==> config.mk <==
export PLATFORM = sky130hd
export DESIGN_NAME = des_key_scheduler
export DESIGN_NICKNAME = d
export VERILOG_FILES = /design/src/rtl/des_key_pkg.sv /design/src/rtl/des_pc2.sv /design/src/rtl/des_key_scheduler.sv
export SDC_FILE = /design/constraint.sdc
export NUM_CORES = 1
export LEC_CHECK = 0
export CAP_MARGIN = 20
export CORE_MARGIN = 5
export CORE_UTILIZATION = 57
export CTS_CLUSTER_DIAMETER = 60
export DETAILED_ROUTE_END_ITERATION = 8
export GPL_TIMING_DRIVEN = 0
export PLACE_DENSITY_LB_ADDON = 0.12
export SLEW_MARGIN = 5
export SYNTH_ARGS = -nofsm -noshare
export SYNTH_HDL_FRONTEND = slang
export SYNTH_SLANG_ARGS = --single-unit
==> constraint.sdc <==
create_clock -name clk -period 5.4 [get_ports clk]
set_input_delay 0.54 -clock clk [delete_from_list [all_inputs] [get_ports clk]]
set_output_delay 0.54 -clock clk [all_outputs]
set_load 0.05 [all_outputs]
==> src/rtl/des_key_pkg.sv <==
// Shared constants for the sequential DES key schedule: permutation tables,
// per-round rotation amounts and the scheduler state encoding.
package des_key_pkg;

  localparam int NUM_ROUNDS = 16;
  localparam int CD_W       = 28;
  localparam int SUBKEY_W   = 48;

  typedef enum logic {
    IDLE  = 1'b0,
    ROUND = 1'b1
  } state_e;

  // Source positions use DES numbering: position 1 is the most significant bit.
  localparam int PC1 [2*CD_W] = '{
    57, 49, 41, 33, 25, 17,  9,  1, 58, 50, 42, 34, 26, 18,
    10,  2, 59, 51, 43, 35, 27, 19, 11,  3, 60, 52, 44, 36,
    63, 55, 47, 39, 31, 23, 15,  7, 62, 54, 46, 38, 30, 22,
    14,  6, 61, 53, 45, 37, 29, 21, 13,  5, 28, 20, 12,  4
  };

  localparam int PC2 [SUBKEY_W] = '{
    14, 17, 11, 24,  1,  5,  3, 28, 15,  6, 21, 10,
    23, 19, 12,  4, 26,  8, 16,  7, 27, 20, 13,  2,
    41, 52, 31, 37, 47, 55, 30, 40, 51, 45, 33, 48,
    44, 49, 39, 56, 34, 53, 46, 42, 50, 36, 29, 32
  };

  localparam int SHIFTS [NUM_ROUNDS] = '{1, 1, 2, 2, 2, 2, 2, 2, 1, 2, 2, 2, 2, 2, 2, 1};

  // Every DES rotation is by one or two places; idx is the 0-based round.
  function automatic logic shift_is_two(input logic [3:0] idx);
    return SHIFTS[idx] == 2;
  endfunction

endpackage

==> src/rtl/des_pc2.sv <==
// DES permuted choice 2: selects the 48 subkey bits from the 56-bit C/D pair.
// Pure wiring, no logic.
module des_pc2
  import des_key_pkg::*;
(
  input  logic [2*CD_W:1]   cd_i,
  output logic [SUBKEY_W:1] subkey_o
);

  for (genvar g = 0; g < SUBKEY_W; g++) begin : g_pc2
    assign subkey_o[SUBKEY_W - g] = cd_i[2*CD_W + 1 - PC2[g]];
  end

  // DES positions 9, 18, 22, 25, 35, 38, 43 and 54 never reach a subkey.
  logic unused_dropped;
  assign unused_dropped = ^{cd_i[48], cd_i[39], cd_i[35], cd_i[32],
                            cd_i[22], cd_i[19], cd_i[14], cd_i[3]};

endmodule

==> src/rtl/des_key_scheduler.sv <==
// Sequential DES key schedule: one C/D register pair, one subkey per
// handshake, encrypt order K1..K16 or decrypt order K16..K1.
module des_key_scheduler
  import des_key_pkg::*;
(
  input  logic                clk,
  input  logic                rst,
  input  logic                start,
  input  logic                decrypt,
  input  logic [64:1]         key,
  output logic [SUBKEY_W:1]   subkey,
  output logic                subkey_valid,
  input  logic                subkey_ready,
  output logic [5:1]          round_num,
  output logic                subkey_last,
  output logic                busy
);

  state_e             state_q, state_d;
  logic [5:1]         round_q, round_d;
  logic [2*CD_W:1]    cd_q, cd_d;
  logic               dec_q, dec_d;
  logic [2*CD_W:1]    pc1_key;

  for (genvar g = 0; g < 2*CD_W; g++) begin : g_pc1
    assign pc1_key[2*CD_W - g] = key[65 - PC1[g]];
  end

  // Parity bits (DES positions 8, 16, ..., 64) are discarded unchecked.
  logic unused_parity;
  assign unused_parity = ^{key[57], key[49], key[41], key[33],
                           key[25], key[17], key[9],  key[1]};

  function automatic logic [CD_W:1] rot_half(input logic [CD_W:1] v,
                                             input logic left, input logic two);
    if (left) return two ? {v[CD_W-2:1], v[CD_W:CD_W-1]} : {v[CD_W-1:1], v[CD_W]};
    else      return two ? {v[2:1], v[CD_W:3]}           : {v[1], v[CD_W:2]};
  endfunction

  function automatic logic [2*CD_W:1] rot_cd(input logic [2*CD_W:1] cd,
                                             input logic left, input logic two);
    return {rot_half(cd[2*CD_W:CD_W+1], left, two), rot_half(cd[CD_W:1], left, two)};
  endfunction

  always_comb begin
    // NOTE: every next-state signal is defaulted to its register first so no
    // path through the case leaves it unassigned and infers a latch.
    state_d = state_q;
    round_d = round_q;
    cd_d    = cd_q;
    dec_d   = dec_q;
    case (state_q)
      IDLE: begin
        if (start) begin
          state_d = ROUND;
          round_d = 5'd1;
          dec_d   = decrypt;
          // C16/D16 equal C0/D0, so decrypt starts from the unrotated PC-1.
          cd_d    = decrypt ? pc1_key : rot_cd(pc1_key, 1'b1, shift_is_two(4'd0));
        end
      end
      ROUND: begin
        if (subkey_ready) begin
          if (round_q == 5'(NUM_ROUNDS)) begin
            state_d = IDLE;
            round_d = 5'd0;
          end else begin
            round_d = round_q + 5'd1;
            cd_d    = dec_q ? rot_cd(cd_q, 1'b0, shift_is_two(4'(5'd16 - round_q)))
                            : rot_cd(cd_q, 1'b1, shift_is_two(round_q[4:1]));
          end
        end
      end
      default: state_d = IDLE;
    endcase
  end

  always_ff @(posedge clk) begin
    // NOTE: state registers use non-blocking assignments so every flop
    // samples the pre-edge values regardless of statement order.
    if (rst) begin
      state_q <= IDLE;
      round_q <= 5'd0;
      cd_q    <= '0;
      dec_q   <= 1'b0;
    end else begin
      state_q <= state_d;
      round_q <= round_d;
      cd_q    <= cd_d;
      dec_q   <= dec_d;
    end
  end

  des_pc2 u_pc2 (
    .cd_i     (cd_q),
    .subkey_o (subkey)
  );

  // Five bits so that delivery 16 is representable alongside idle 0.
  assign round_num    = round_q;
  assign subkey_valid = (state_q == ROUND);
  assign busy         = (state_q == ROUND);
  assign subkey_last  = subkey_valid & (round_q == 5'(NUM_ROUNDS));

endmodule
## Word-level counts from Yosys, hierarchy flattened

Memory sizes are Yosys's and may differ from the RTL's.
Index checks and enable logic that the tools add are counted.
Widths: inputs -> output; s select.

- Register bits after elaboration: 63
- ROM bits: 1024
- Bits of input ports: 69
- Output and inout bits: 56
- Word-level logic and storage cells: 45
- Memories: 2

- $add $sub $neg: 2
- Magnitude comparators: 2
- Equality and inequality tests: 6
- Mux-type cells: 22
- Bitwise operators: 4
- Reduce and logical (&&, ||, !) cells: 3

Memories:

| name | depth | bits a word | rd ports | clocked after Yosys merged registers in | write ports | line | text |
|---|---|---|---|---|---|---|---|
| (no name shown) | 16 | 32 | 1 | 0 | 0 | des_key_pkg.sv:33 | `return SHIFTS[idx] == 2;` |
| (no name shown) | 16 | 32 | 1 | 0 | 0 | des_key_pkg.sv:33 |  |

Operators with widths:

| cell | number |
|---|---|
| $mux 56 | 5 |
| $mux 32 | 4 |
| $mux 28 | 4 |
| $pmux 56 s2 | 1 |
| $eq 32x3->1 const B | 2 |
| $mux 5 | 3 |
| $ge 5x5->1 const B | 2 |
| $not 4->5 | 2 |
| $pmux 5 s2 | 1 |
| $ne 2x2->1 const B | 3 |
| $add 5x1->5 const B | 1 |
| $eq 5x5->1 const B | 1 |
| $reduce_and 2->1 | 2 |
| $sub 1x4->4 const A | 1 |
| $mux 1 | 3 |
| $reduce_and 3->1 | 1 |
| $pmux 1 s2 | 1 |
| $and 1x1->1 | 1 |
| $not 1->1 | 1 |

## Depth between registers and ports, before layout

- Depth after elaboration: 11
- Gate-level depth with buffers: 9
- Gate-level depth less buffers: 7

## By module

A second synthesis with hierarchy kept.

- Cells, all modules: 701
- Area total of the unflattened synthesis: 6241.0 um2

Modules (own cells, without submodules):

| module | times used | cells an instance | area an instance (um2) | seq. area each (um2) |
|---|---|---|---|---|
| des_key_scheduler | 1 | 653 | 5880.6 | 1261.2 |
| des_pc2 | 1 | 48 | 360.3 | 0.0 |

## Least setup slack after synthesis

OpenSTA, ideal clock, no wires.

- Kind: register -> register
- Start point: register round_q, in the netlist round_num[1]
- End point: register cd_q[22] (netlist name)
- Setup time: 0.075 ns
- Arrival time: 2.368 ns
- Required time: 5.325 ns
- Slack: 2.957 ns
- Cell stages (with the launch flop): 9
- Buffers on the path: 2
- Clock period less this slack: 2.443 ns
- Path through: dfxtp_1 inv_1 ha_1 o31ai_1 o32a_1 buf_2 clkbuf_1 nand4_1 o211ai_2

- Longest elaborated chain between the ends: 11
- Elaborated cells between the ends (all ways): 20
- Those cells by class: add/sub: 1; eq/ne: 4; mux: 10; bitwise: 2; reduce/logical: 1; memory: 2

Ends and longest elaborated chain:

| what | line | text |
|---|---|---|
| from (decl) | des_key_scheduler.sv:20 | `logic [5:1] round_q, round_d;` |
| from (signal assigned) | des_key_scheduler.sv:88 | `round_q <= round_d;` |
| $sub 1x4->4 | des_key_scheduler.sv:69 | `cd_d = dec_q ? rot_cd(cd_q, 1'b0, shift_is_two(4'(5'd16 - round_q)))` |
| $not 4->5 (not written as such) | des_key_pkg.sv:33 |  |
| $mem_v2 16x32 | -- |  |
| $mux 32 (not written as such) (2 in series) | des_key_pkg.sv:33 |  |
| $eq 32x3->1 | des_key_pkg.sv:33 |  |
| $mux 28 | des_key_scheduler.sv:37 | `else return two ? {v[2:1], v[CD_W:3]} : {v[1], v[CD_W:2]};` |
| $mux 56 | des_key_scheduler.sv:69 |  |
| $mux 56 | des_key_scheduler.sv:64 | `if (round_q == 5'(NUM_ROUNDS)) begin` |
| $mux 56 | des_key_scheduler.sv:63 | `if (subkey_ready) begin` |
| $pmux 56 s2 | des_key_scheduler.sv:52 | `case (state_q)` |
| to (signal assigned) | des_key_scheduler.sv:84 | `cd_q <= '0;` |
| to (signal assigned) | des_key_scheduler.sv:89 | `cd_q <= cd_d;` |
| to (decl) | des_key_scheduler.sv:21 | `logic [2*CD_W:1] cd_q, cd_d;` |

Parallel ways exist; a longest one is shown, timed or not. The select of a mux whose other input is x is not followed.
A chain may end at the register's enable or synchronous reset.

## Worst setup path in the final report

- Start point: register round_q, in the netlist round_num[1]
- End point: output port subkey_last

- Longest elaborated chain between the ends: 2

Ends and longest elaborated chain:

| what | line | text |
|---|---|---|
| $eq 5x5->1 | des_key_scheduler.sv:103 | `assign subkey_last = subkey_valid & (round_q == 5'(NUM_ROUNDS));` |
| $and 1x1->1 | des_key_scheduler.sv:103 |  |
| to (decl) | des_key_scheduler.sv:15 | `output logic subkey_last,` |

No other way between the ends.

==> results.tsv <==
metric	value	unit
status	finished clean	
TritonCTS clock tree	built	
Min-Delay Endpoint	dec_q	
drt total wl	20.29	mm
R2R setup slack	2710	ps
HP Class	flop to flop	
residual DRC count	0	
Slew HR	44.45	%
TNS Setup	0	ps
Final Power	1.597	mW
Post-synth EDFFs	0	
syn_nets	776	
Synth Instances	701	
Die H	114.6	um
Die W	114.6	um
via/cell ratio	7.014	
H-tree lvl count	3	
Distinct cells, synth	39	
worst r2r src	round_num[1]	
antenna-violating nets left	0	
CTS sink count	63	
number of synthesized register bits	63	
Fill cells	898	
Final Wtd Congestion	0.9163	
CTS Buf Count	9	
hold slack	572.3	ps
Lkg Pwr	2.823	nW
worst-margin pin slew	833.2	ps
PortBufs	114	
largest net degree at the start of global routing	11	
Arr. time, crit path	2410	ps
DR vias	6804	
Slowest-stage cell, CP	clkdlybuf4s50_1	
number of core rows	38	
fin. max-slew vios	0	
Yosys warnings	0	
WP data required	4860	ps
minimum clock period after layout	2948	ps
clk root buf	clkbuf_8	
Layout Nets	901	
RSZ-0062 raised after global routing	no	
Final setup viols	0	
sequential share of the synthesized area	20.21	%
CP max stage delay	820	ps
first-pass GRT wire length	32.65	mm
Final period util	54.60	%
CTS Hold Buffers Added	0	
Fin. Hold Viols	0	
CTS clk-pin slew, worst paths	70	ps
Worst-Skew Late Latency	360	ps
grt ovf	0	
r2r endpoint	cd_q[53]	
Clock Path Buffers	2	
vias in the first global route	6704	
Inserted Diodes	0	
initial antenna violation count	0	
top_reg_cell synth	dfxtp_1	
critical-path cell list	inv_1, ha_1, nand4bb_1, nor2_1, clkdlybuf4s50_1	
area grow syn2layout	23.94	%
worst reg2reg path depth	8	
worst vdd ir	0.1290	mV
fraction of layout cells with a size suffix above 1	20.36	%
clk_skew	5.813	ps
io pins	125	
synthesized area per cell	8.903	sq um
wire per inst	20.92	um
CP startpoint kind	flop	
max cap viols	0	
drt pass-1 iters	5	
Resized cells post-CTS	0	
DP Wirelength	14.36	mm
core area	10790	sq um
GRT Util Overall	29.70	%
Worst setup EP type	output pin	
Cell Area, Synth	6241	sq um
Setup CP Type	flop to output pin	
Initial Util	57.83	%
Synth async-reset ratio	0	%
First DRT Iteration DRCs	655	
min-delay src	dec_q	
die area	13140	sq um
worst hold stages	2	
multi-input combinational cell area	4203	sq um
Power Density	206.4	nW/um^2
CP max FO	9	
number of post-CTS setup repair buffers	0	
Fmax	339.2	MHz
Reg area	1261	sq um
-- cells in the final DEF, fill, tap and decap left out, types with 2 or more instances in the layout --
cell | Yosys | routed
mux2i_1 | 57 | 57
nand2_1 | 5 | 5
inv_1 | 5 | 5
clkinv_2 | 0 | 4
a311oi_1 | 2 | 2
buf_1 | 4 | 4
ha_1 | 6 | 6
o211ai_2 | 40 | 40
buf_6 | 7 | 7
clkbuf_1 | 55 | 56
clkdlybuf4s50_1 | 0 | 114
o21ai_0 | 2 | 2
nand3_1 | 2 | 2
o31a_1 | 3 | 3
a221oi_2 | 40 | 40
o2bb2ai_1 | 56 | 56
buf_4 | 53 | 53
o31ai_1 | 2 | 2
a21oi_1 | 57 | 57
nand4_1 | 56 | 56
dfxtp_1 | 63 | 63
o211ai_1 | 75 | 75
buf_2 | 12 | 12
clkbuf_8 | 0 | 9
nor2b_1 | 57 | 57
a221oi_1 | 16 | 16
nor2_1 | 11 | 11
-- final cells by class --
type | count | area share [%]
timing repair buffer | 114 | 14.75
sequential | 63 | 16.31
clock inverter | 5 | 0.6470
multi-input combinational | 502 | 54.34
tap | 140 | 2.265
clock buffer | 10 | 1.650
inverter | 5 | 0.2426
buffer | 131 | 9.803
-- cells in the mapped netlist, drive strengths merged (2+ instances only) --
cell | number | area share (%)
dfxtp | 63 | 20
o211ai | 115 | 17
mux2i | 57 | 9.1
nand2 | 5 | 0.30
nand3 | 2 | 0.16
o21ai | 2 | 0.16
o31ai | 2 | 0.24
inv | 5 | 0.30
clkbuf | 55 | 3.3
a21oi | 57 | 4.6
ha | 6 | 1.2
a221oi | 56 | 12
o31a | 3 | 0.42
nor2 | 11 | 0.66
a311oi | 2 | 0.28
nor2b | 57 | 5.7
buf | 76 | 8.8
o2bb2ai | 56 | 7.9
nand4 | 56 | 5.6
-- routing by layer --
metal	GRT usage, %	vias up	share of wire [%]
li1	-	3053	-
met1	38.81	3280	42
met2	48.62	419	48
met3	4.757	52	8.1
met4	12.11	0	2.2
met5	0	-	0
-- power breakdown --
part,switching [mW],internal (mW),total (mW)
Sequential,0.0554,0.496,0.552
Clock,0.200,0.208,0.407
Combinational,0.394,0.244,0.638
-- registers in the layout, indices dropped and copies added, names as in the netlist --
name       flops
busy           1
cd_q          56
dec_q          1
round_num      5
-- metrics by stage --
| stage | setup slack, ps | std cells | area, sq um | utilization [%] |
|---|---|---|---|---|
| CTS | 2453 | 970 | 7735 | 71.67 |
| floorplan | 2957 | 701 | 6241 | - |
| global placement | 2729 | 955 | 7557 | 70.02 |
| global route | 2364 | 970 | 7735 | 71.67 |
| finish | 2452 | 970 | 7735 | 71.67 |
| detailed placement | 2664 | 955 | 7557 | 70.02 |
-- critical path: cells and delay by family, from the launching register on --
family	cells	cell delay, ps
buf+inv	2	980
flops	1	410
fa+ha+maj	1	240
simple gates	2	430
-- how the worst max path moves through the flow --
stage                       from     endpoint  cells after the start
floorplan           round_num[1]     cd_q[22]                      8
global placement           start     cd_q[25]                      8
detailed placement         start     cd_q[49]                      8
CTS                 round_num[1]  subkey_last                      5
global route        round_num[1]  subkey_last                      5
finish              round_num[1]  subkey_last                      5
-- kinds of logic (layout without fill, tap and decap cells) --
| logic type | after synthesis | after routing | share of synthesized area (%) |
|---|---|---|---|
| XOR/XNOR | 1 | 1 | 0.1404 |
| flip-flops | 63 | 63 | 20.21 |
| multiplexers | 58 | 58 | 9.322 |
| buffers and inverters | 136 | 265 | 12.45 |
| AND/OR/NAND/NOR | 138 | 138 | 13.47 |
| adder cells (fa/ha/maj) | 6 | 6 | 1.203 |
| AO/OA/AOI/OAI | 299 | 299 | 43.20 |
Power figures use the tool's default switching activity.
